[src/rtl/opb_register_bank_ppc2simulink_if.sv]
// OPB bus signals between the PPC bus master and the register-bank slave.
// Bit 0 is the MSB on every OPB vector, matching the bus documentation.
interface opb_register_bank_ppc2simulink_if;
    logic [0:31] OPB_ABus;
    logic [0:3]  OPB_BE;
    logic [0:31] OPB_DBus;
    logic        OPB_RNW;
    logic        OPB_select;
    logic        OPB_seqAddr;
    logic [0:31] Sl_DBus;
    logic        Sl_xferAck;
    logic        Sl_errAck;
    logic        Sl_retry;
    logic        Sl_toutSup;

    modport master (
        output OPB_ABus, OPB_BE, OPB_DBus, OPB_RNW, OPB_select, OPB_seqAddr,
        input  Sl_DBus, Sl_xferAck, Sl_errAck, Sl_retry, Sl_toutSup
    );

    modport slave (
        input  OPB_ABus, OPB_BE, OPB_DBus, OPB_RNW, OPB_select, OPB_seqAddr,
        output Sl_DBus, Sl_xferAck, Sl_errAck, Sl_retry, Sl_toutSup
    );
endinterface

[src/rtl/opb_register_bank_ppc2simulink.sv]
// OPB slave exposing NUM_REGS software-written control words to fabric logic,
// with per-register read-only status capture and auto-clearing pulse modes.

module opb_regbank_word #(
    parameter logic [31:0] RESET_VALUE = '0,
    parameter bit          AUTOCLEAR   = 1'b0
) (
    input  logic        clk,
    input  logic        rst_n,
    input  logic        wr_en,
    input  logic [3:0]  be,
    input  logic [31:0] wdata,
    output logic [31:0] q
);
    logic [31:0] q_nxt;

    always_comb begin
        q_nxt = AUTOCLEAR ? RESET_VALUE : q;
        if (wr_en) begin
            q_nxt = q;
            for (int b = 0; b < 4; b++)
                if (be[b]) q_nxt[8*b +: 8] = wdata[8*b +: 8];
        end
    end

    always_ff @(posedge clk or negedge rst_n) begin
        if (!rst_n) q <= RESET_VALUE;
        else        q <= q_nxt;
    end
endmodule

module opb_register_bank_ppc2simulink #(
    parameter logic [31:0]         C_BASEADDR     = 32'h01004000,
    parameter logic [31:0]         C_HIGHADDR     = 32'h010040FF,
    parameter int                  C_OPB_AWIDTH   = 32,
    parameter int                  C_OPB_DWIDTH   = 32,
    parameter int                  NUM_REGS       = 8,
    parameter logic [31:0]         RESET_VALUE    = 32'h00000000,
    parameter logic [NUM_REGS-1:0] RO_MASK        = '0,
    parameter logic [NUM_REGS-1:0] AUTOCLEAR_MASK = '0
) (
    input  logic                      OPB_Clk,
    input  logic                      OPB_Rst_n,
    opb_register_bank_ppc2simulink_if.slave opb,
    output logic [NUM_REGS*32-1:0]    user_data_out,
    output logic [NUM_REGS-1:0]       user_strobe,
    input  logic [NUM_REGS*32-1:0]    user_data_in
);
    localparam int IW = (NUM_REGS > 1) ? $clog2(NUM_REGS) : 1;

    typedef enum logic [1:0] {IDLE, ACK, HOLD} state_t;
    state_t state, state_nxt;

    logic [C_OPB_AWIDTH-1:0] addr;
    logic [C_OPB_DWIDTH-1:0] wdata;
    logic [3:0]              be;
    logic [31:0]             off;
    logic [IW-1:0]           idx;
    logic                    hit, in_rng, capture, ack, commit;
    logic [31:0]             rd_nxt;

    logic                    rnw_q, in_rng_q;
    logic [IW-1:0]           idx_q;
    logic [3:0]              be_q;
    logic [31:0]             wdata_q, rd_q;

    logic [NUM_REGS-1:0][31:0] words, din;
    logic [NUM_REGS-1:0]       wr_en;
    logic                      unused_seq;

    // OPB vectors are MSB-first; plain assignment keeps the numeric value,
    // so BE[0] lands on be[3] (bits 31:24) as the bus expects.
    assign addr       = opb.OPB_ABus;
    assign wdata      = opb.OPB_DBus;
    assign be         = opb.OPB_BE;
    assign unused_seq = opb.OPB_seqAddr;
    assign din        = user_data_in;

    assign hit     = opb.OPB_select && (addr >= C_BASEADDR) && (addr <= C_HIGHADDR);
    assign off     = addr - C_BASEADDR;
    assign in_rng  = off < 32'(4 * NUM_REGS);
    assign idx     = off[IW+1:2];
    assign capture = (state == IDLE) && hit;

    always_comb begin
        rd_nxt = '0;
        if (in_rng) rd_nxt = RO_MASK[idx] ? din[idx] : words[idx];
    end

    always_comb begin
        state_nxt = state;
        case (state)
            IDLE:    if (hit) state_nxt = ACK;
            ACK:     state_nxt = HOLD;
            HOLD:    if (!opb.OPB_select) state_nxt = IDLE;
            default: state_nxt = IDLE;
        endcase
    end

    always_ff @(posedge OPB_Clk or negedge OPB_Rst_n) begin
        if (!OPB_Rst_n) state <= IDLE;
        else            state <= state_nxt;
    end

    // Request fields and read data are frozen on the hit cycle.
    always_ff @(posedge OPB_Clk or negedge OPB_Rst_n) begin
        if (!OPB_Rst_n) begin
            rnw_q    <= 1'b1;
            in_rng_q <= 1'b0;
            idx_q    <= '0;
            be_q     <= '0;
            wdata_q  <= '0;
            rd_q     <= '0;
        end else if (capture) begin
            rnw_q    <= opb.OPB_RNW;
            in_rng_q <= in_rng;
            idx_q    <= idx;
            be_q     <= be;
            wdata_q  <= 32'(wdata);
            rd_q     <= rd_nxt;
        end
    end

    // Ack is gated by live select so an abandoned transfer is never acked.
    assign ack    = (state == ACK) && opb.OPB_select;
    assign commit = ack && !rnw_q && in_rng_q && !RO_MASK[idx_q];

    genvar i;
    generate
        for (i = 0; i < NUM_REGS; i++) begin : g_word
            assign wr_en[i] = commit && (idx_q == IW'(i));
            opb_regbank_word #(
                .RESET_VALUE (RESET_VALUE),
                .AUTOCLEAR   (AUTOCLEAR_MASK[i])
            ) u_word (
                .clk   (OPB_Clk),
                .rst_n (OPB_Rst_n),
                .wr_en (wr_en[i]),
                .be    (be_q),
                .wdata (wdata_q),
                .q     (words[i])
            );
        end
    endgenerate

    always_ff @(posedge OPB_Clk or negedge OPB_Rst_n) begin
        if (!OPB_Rst_n) user_strobe <= '0;
        else            user_strobe <= wr_en;
    end

    assign user_data_out  = words;
    assign opb.Sl_DBus    = ack ? rd_q : 32'h0;
    assign opb.Sl_xferAck = ack;
    assign opb.Sl_errAck  = 1'b0;
    assign opb.Sl_retry   = 1'b0;
    assign opb.Sl_toutSup = 1'b0;
endmodule
[src/flat_wrapper.sv]
// flat-port wrapper written by rule: the top's interface ports become plain ports
module opb_register_bank_ppc2simulink_flat 
#(
    parameter logic [31:0]         C_BASEADDR     = 32'h01004000,
    parameter logic [31:0]         C_HIGHADDR     = 32'h010040FF,
    parameter int                  C_OPB_AWIDTH   = 32,
    parameter int                  C_OPB_DWIDTH   = 32,
    parameter int                  NUM_REGS       = 8,
    parameter logic [31:0]         RESET_VALUE    = 32'h00000000,
    parameter logic [NUM_REGS-1:0] RO_MASK        = '0,
    parameter logic [NUM_REGS-1:0] AUTOCLEAR_MASK = '0
)
  (OPB_Clk, OPB_Rst_n, user_data_out, user_strobe, user_data_in, opb_OPB_ABus, opb_OPB_BE, opb_OPB_DBus, opb_OPB_RNW, opb_OPB_select, opb_OPB_seqAddr, opb_Sl_DBus, opb_Sl_xferAck, opb_Sl_errAck, opb_Sl_retry, opb_Sl_toutSup);
  opb_register_bank_ppc2simulink_if opb_i ();
  input  logic OPB_Clk;
  input  logic OPB_Rst_n;
  output logic [NUM_REGS*32-1:0] user_data_out;
  output logic [NUM_REGS-1:0] user_strobe;
  input  logic [NUM_REGS*32-1:0] user_data_in;
  input wire logic [$bits(opb_i.OPB_ABus)-1:0] opb_OPB_ABus;
  input wire logic [$bits(opb_i.OPB_BE)-1:0] opb_OPB_BE;
  input wire logic [$bits(opb_i.OPB_DBus)-1:0] opb_OPB_DBus;
  input wire logic [$bits(opb_i.OPB_RNW)-1:0] opb_OPB_RNW;
  input wire logic [$bits(opb_i.OPB_select)-1:0] opb_OPB_select;
  input wire logic [$bits(opb_i.OPB_seqAddr)-1:0] opb_OPB_seqAddr;
  output wire logic [$bits(opb_i.Sl_DBus)-1:0] opb_Sl_DBus;
  output wire logic [$bits(opb_i.Sl_xferAck)-1:0] opb_Sl_xferAck;
  output wire logic [$bits(opb_i.Sl_errAck)-1:0] opb_Sl_errAck;
  output wire logic [$bits(opb_i.Sl_retry)-1:0] opb_Sl_retry;
  output wire logic [$bits(opb_i.Sl_toutSup)-1:0] opb_Sl_toutSup;
  assign opb_i.OPB_ABus = opb_OPB_ABus;
  assign opb_i.OPB_BE = opb_OPB_BE;
  assign opb_i.OPB_DBus = opb_OPB_DBus;
  assign opb_i.OPB_RNW = opb_OPB_RNW;
  assign opb_i.OPB_select = opb_OPB_select;
  assign opb_i.OPB_seqAddr = opb_OPB_seqAddr;
  assign opb_Sl_DBus = opb_i.Sl_DBus;
  assign opb_Sl_xferAck = opb_i.Sl_xferAck;
  assign opb_Sl_errAck = opb_i.Sl_errAck;
  assign opb_Sl_retry = opb_i.Sl_retry;
  assign opb_Sl_toutSup = opb_i.Sl_toutSup;
  opb_register_bank_ppc2simulink #(.C_BASEADDR(C_BASEADDR), .C_HIGHADDR(C_HIGHADDR), .C_OPB_AWIDTH(C_OPB_AWIDTH), .C_OPB_DWIDTH(C_OPB_DWIDTH), .NUM_REGS(NUM_REGS), .RESET_VALUE(RESET_VALUE), .RO_MASK(RO_MASK), .AUTOCLEAR_MASK(AUTOCLEAR_MASK)) u_core (.OPB_Clk(OPB_Clk), .OPB_Rst_n(OPB_Rst_n), .opb(opb_i), .user_data_out(user_data_out), .user_strobe(user_strobe), .user_data_in(user_data_in));
endmodule
[config.mk]
export PLATFORM = sky130hd
export DESIGN_NAME = opb_register_bank_ppc2simulink_flat
export DESIGN_NICKNAME = d
export VERILOG_FILES = /design/src/rtl/opb_register_bank_ppc2simulink_if.sv /design/src/rtl/opb_register_bank_ppc2simulink.sv /design/src/flat_wrapper.sv
export SDC_FILE = /design/constraint.sdc
export NUM_CORES = 1
export LEC_CHECK = 0
export BUFFER_PORTS_ARGS = -buffer_cell sky130_fd_sc_hd__buf_2
export CELL_PAD_IN_SITES_DETAIL_PLACEMENT = 2
export CELL_PAD_IN_SITES_GLOBAL_PLACEMENT = 2
export CORE_AREA = 2 2 244 246
export CTS_CLUSTER_SIZE = 25
export DETAILED_ROUTE_END_ITERATION = 7
export DIE_AREA = 0 0 246 248
export GPL_ROUTABILITY_DRIVEN = 0
export PLACE_DENSITY = 0.79
export SKIP_CTS_REPAIR_TIMING = 1
export SYNTH_ARGS = -nofsm -noshare
export SYNTH_HDL_FRONTEND = slang
export SYNTH_SLANG_ARGS = --single-unit
[constraint.sdc]
create_clock -name OPB_Clk -period 2 [get_ports OPB_Clk]
set_clock_uncertainty 0.05 [all_clocks]
set_input_delay 0.2 -clock OPB_Clk [delete_from_list [all_inputs] [get_ports OPB_Clk]]
set_output_delay 0.2 -clock OPB_Clk [all_outputs]
set_load 0.01 [all_outputs]
Word-level counts from Yosys, hierarchy flattened
Memories as Yosys holds them, arrays and structs flattened.
Cells that the tools add are included.

word-level totals
  input bits = 329
  memories kept = 2
  word-level logic and storage cells = 123
  flip-flop bits (word level) = 339
  bits in read-only memories = 16

memories
  memory            words  width  read ports  clocked after memory_dff  wr ports  line                                   source
  (name not given)  8      1      1           0                         0         opb_register_bank_ppc2simulink.sv:87   if (in_rng) rd_nxt = RO_MASK[idx] ? din[idx] : words[idx];
  (name not given)  8      1      1           0                         0         opb_register_bank_ppc2simulink.sv:126  assign commit = ack && !rnw_q && in_rng_q && !RO_MASK[idx_q];

operators by class
  reduce and logical (&&, ||, !) cells = 52
  equality and inequality tests = 11
  magnitude comparators = 5
  mux-type cells = 12
  add/subtract/negate cells = 1

operator list
  operator                                                             number
  binary-select mux 32 bit (select 3 bit)                              2
  2-to-1 mux 32 bit                                                    5
  AND reduction 2 bit                                                  33
  greater-or-equal comparator 32 x 25 -> 1 bit, second input constant  1
  <= comparator 32 x 25 -> 1 bit, second input constant                1
  less-than comparator 32 x 6 -> 1 bit, second input constant          1
  subtractor 32 x 25 -> 32 bit, second input constant                  1
  logical AND 1 bit                                                    15
  equality test 3 bit, second input constant                           4
  less-than comparator 3 x 4 -> 1 bit, second input constant           2
  equality test 3 x 2 -> 1 bit, second input constant                  2
  case mux 2 bit (3 select lines)                                      1
  2-to-1 mux 2 bit                                                     2
  equality test 3 x 1 -> 1 bit, second input constant                  1
  zero test 3 bit                                                      1
  equality test 2 x 1 -> 1 bit, second input constant                  1
  equality test 2 bit, second input constant                           1
  zero test 1 bit                                                      2
  zero test 2 bit                                                      1
  2-to-1 mux 1 bit                                                     2
  inequality test 2 x 1 -> 1 bit, second input constant                1
  inequality test 2 bit, second input constant                         1

Longest topological paths before layout
  depth in word-level cells = 7
  gate-level depth with buffers = 8
  depth with buffers taken out = 5

Cells and area by module
Synthesis repeated with hierarchy kept, for this count alone.

second synthesis, totals
  cell total of the unflattened synthesis = 939
  area, all modules = 14,815.5 um2

by module, submodules not included
  module                          area an instance (um2)  times used  sequential area each (um2)  cells an instance
  opb_regbank_word                1,186.1                 8           800.8                       68
  opb_register_bank_ppc2simulink  5,326.4                 1           2,078.2                     395

Worst setup path before layout
Ideal clock, no wire load.

  kind = register -> register
  start = register u_core.state[1]
  end = register u_core.be_q[0]
  arrival time = 1.728 ns
  clock period less this slack = 1.903 ns
  data required time = 1.825 ns
  stages on the path, launching flop included = 9
  buffers on the path = 3
  slack = 0.097 ns
  path through = dfrtp_1 -> nor4_1 -> nand3_1 -> or3_1 -> buf_6 -> clkinv_4 -> buf_12 -> buf_12 -> mux2_4

on the way
  word-level cells in the longest chain between the ends = 2

RTL lines
  element                 line                                   source
  from (decl)             opb_register_bank_ppc2simulink.sv:52   state_t state, state_nxt;
  from (signal assigned)  opb_register_bank_ppc2simulink.sv:102  else state <= state_nxt;
  zero test 2 bit         opb_register_bank_ppc2simulink.sv:83   assign capture = (state == IDLE) && hit;
  logical AND 1 bit       opb_register_bank_ppc2simulink.sv:83
  to (signal assigned)    opb_register_bank_ppc2simulink.sv:111  be_q <= '0;
  to (signal assigned)    opb_register_bank_ppc2simulink.sv:118  be_q <= be;
  to (decl)               opb_register_bank_ppc2simulink.sv:64   logic [3:0] be_q;

Every way passes these cells.
A chain may end at the register's enable or synchronous reset.

Worst setup path in the final report
  start = register u_core.state[1]
  end = register u_core.g_word[3].u_word.q[10]

on the way
  word-level cells in the longest chain between the ends = 7

RTL lines
  element                            line                                   source
  equality test 2 x 1 -> 1 bit       opb_register_bank_ppc2simulink.sv:125  assign ack = (state == ACK) && opb.OPB_select;
  logical AND 1 bit                  opb_register_bank_ppc2simulink.sv:125
  logical AND 1 bit (3 in series)    opb_register_bank_ppc2simulink.sv:126
  logical AND 1 bit                  opb_register_bank_ppc2simulink.sv:131  assign wr_en[i] = commit && (idx_q == IW'(i));
  via u_core.g_word[3].u_word.wr_en  opb_register_bank_ppc2simulink.sv:10   input logic wr_en,
  AND reduction 2 bit (no line)      n/a
  to (signal assigned)               opb_register_bank_ppc2simulink.sv:28   else q <= q_nxt;
  to (decl)                          opb_register_bank_ppc2simulink.sv:13   output logic [31:0] q

The timed path passes the listed nets, and every way through them passes these cells.

==> metrics.yaml <==
status:
  status: "complete, but fails checks"
  failed_checks: "setup timing"
logic_synthesis:
  synthTopCellsByCount: "dfrtp_1 (338), mux2_2 (267), mux4_2 (64)"
  yosys.area.top_type: "dfrtp_1"
  ys_seq_area_share_pct: 57.0
  syn_area_sq_um: 14900
  synth_cell_types: 32
  syn_inst: 905
  postSynth.asyncResetShare_pct: 100
  synth-main-ff-cell: "dfrtp_1"
  ys_ff_latch: 339
  synth-edff-count: 0
  yosysMostFrequentCell: "dfrtp_1"
  synth-warning-count: 0
  synthTopCellsByArea: "dfrtp_1 (57%), mux2_2 (20%), mux4_2 (9.7%)"
  avgSynthCellArea_sq_um: 16.4
  yosysTopAreaCellShare_pct: 56.8
layout:
  nets: 1727
  multiInputGateArea_sq_um: 6790
  final_util_pct: 36.2
  syn_to_final_growth_pct: 42.1
  design_area_sq_um: 21100
  antenna_cells: 0
  fillers: 5834
  layout-drive-gt1-share_pct: 66.8
  final_cells: 2202
  seq_area_sq_um: 8490
sta:
  setup-violations-final: 316
  worstMarginPinSlew_ns: 1.25
  fin_ws_ns: -0.198
  post-route-min-period_ns: 2.20
  fmaxAchievable_ghz: 0.455
  slew_viol_final: 0
  rsz0062_at_grt: "yes"
  max_slew_margin_pct: 16.6
  fin_setup_tns_ns: -38.06
  fin_crit_sh_pct: 110
  hold_viol_final: 0
floorplan:
  num_rows: 89
  start_util_pct: 25.5
  die_y_um: 248
  die_x_um: 246
  die-area_sq_um: 61000
  io_pins: 629
  core_area_sq_um: 58500
drt:
  vias_per_cell: 4.77
  wl_per_cell_um: 27.1
  wirelength_um: 59600
  first_pass_iters: 4
  vias: 10513
  drc_errors: 0
  ant_nets: 0
  drtIter0Drc: 395
power:
  report.power.total_mw: 14.9
  power_density_nw_per_um2: 704
  ir_drop_uv: 496
  p_leak_nw: 11.0
grt:
  first_global_vias: 11380
  antenna_found_initial: 1
  track_usage_pct: 17.7
  gr-total-overflow: 0
  grt_start_max_net_pins: 54
  grt_pass1_wl_um: 79500
critical_path:
  cpMostUsedCell: "buf_4"
  critPathTopFamily: "buffers and inverters"
  cpPeakStageDelay_ns: 0.40
  worstSetupPathType: "flop to flop"
  path_cells: "nand3b_1 > buf_4 > clkbuf_16 > nor4_4 > buf_4 > buf_4 > nand2_4 > mux2_4"
  critPathLaunchType: "flop"
  critical_path_buf_inv_count: 4
  path_max_fanout: 8
  worstPathArrival_ns: 2.59
  cp-end-kind: "flop"
  crit_path_top_delay_cell: "dfrtp_1"
  cp.required_ns: 2.39
place:
  dpl_cell_area_sq_um: 18100
  dp_hpwl_um: 37800
  port_buffers: 366
  dp_cells: 2059
min_path:
  holdCritPathClass: "input pin to flop"
cts:
  htreeDepth: 2
  clockBufferDepth: 3
  clkSinkCount: 339
  cts_tree: "done"
  cts.root.buffer_cell: "clkbuf_16"
  clk_latency_ns: 0.55
  path_clk_slew_ns: 0.06
  cts_buffers: 40
flow_run:
  maxCapViolCount: 0
## metal layers
layer / vias up / wire [um] / GRT usage [%]
li1: 4373 / - / -
met1: 5661 / 25000 / 22.9
met2: 403 / 28900 / 28.4
met3: 76 / 4340 / 5.41
met4: 0 / 1360 / 5.74
met5: - / 0 / 0
## cell families after synthesis
logic type / share of synthesized area (%)
other: 0.0252
flip-flops: 57.0
AND/OR/NAND/NOR: 4.67
buffers and inverters: 1.76
AO/OA/AOI/OAI: 1.97
multiplexers: 34.6
## layout make-up
type                       instances  area share [%]
clock buffer                      64            5.78
clock inverter                     9           0.515
inverter                           4           0.225
multi-input combinational        521            32.1
sequential                       339            40.1
tap                              773            4.57
timing repair buffer             492            16.7
## power by group
group | total (mW) | switching [mW] | internal (mW)
combinational | 0.534 | 0.311 | 0.223
clock | 7.49 | 3.04 | 4.45
sequential | 6.86 | 0.00000818 | 6.86
total | 14.9 | 3.35 | 11.5
## cell usage in the layout, fill, tap and decap left out, drive strengths merged
cell type      n
o211ai         1
clkinvlp       2
mux2i         32
clkinv         4
clkbuf        70
buf          448
o21ai          1
and2          32
mux2         297
nand2         34
dfstp          1
bufinv         2
nand3          1
o2bb2ai       32
conb           3
nor2b          1
mux4          64
or4            2
dfrtp        338
nor4          13
or3            1
inv            5
nand3b         1
nor4b          1
dlygate4sd3   38
nand2b         4
or2            1
## final timing paths
path                                       from                             to  slack (ns)  cells after the start
min in group asynchronous             OPB_Rst_n             u_core.wdata_q[27]        0.16                      2
worst min register to register  u_core.rd_q[21]                u_core.rd_q[21]        0.43                      1
worst max register to register  u_core.state[1]  u_core.g_word[3].u_word.q[10]       -0.20                      8
max in group asynchronous             OPB_Rst_n   u_core.g_word[6].u_word.q[5]        1.01                      3
worst max-delay path            u_core.state[1]  u_core.g_word[3].u_word.q[10]       -0.20                      8
worst min-delay path             opb_OPB_select                u_core.state[1]        0.05                      3
## per-stage QoR
stage / hold WS (ns) / worst slack (ns)
after CTS: -0.466 / -0.339
after global placement: 0.142 / -0.263
after detailed placement: 0.148 / -0.316
final: 0.0549 / -0.198
after global routing: 0.0796 / -0.265
after floorplan: -0.146 / 0.0965
## tightest hold or removal path: stages
cell     delay [ns]
buf_2          0.08
nor2b_1        0.17
mux2_2         0.17
## sequential cells by signal, summed over array words and instances (netlist names)
signal                  cells
u_core.g_word.u_word.q    256
u_core.rd_q                32
u_core.wdata_q             32
u_core.user_strobe          8
u_core.be_q                 4
u_core.idx_q                3
u_core.state                2
u_core.in_rng_q             1
u_core.rnw_q                1
(Power assumes the default switching activity.)
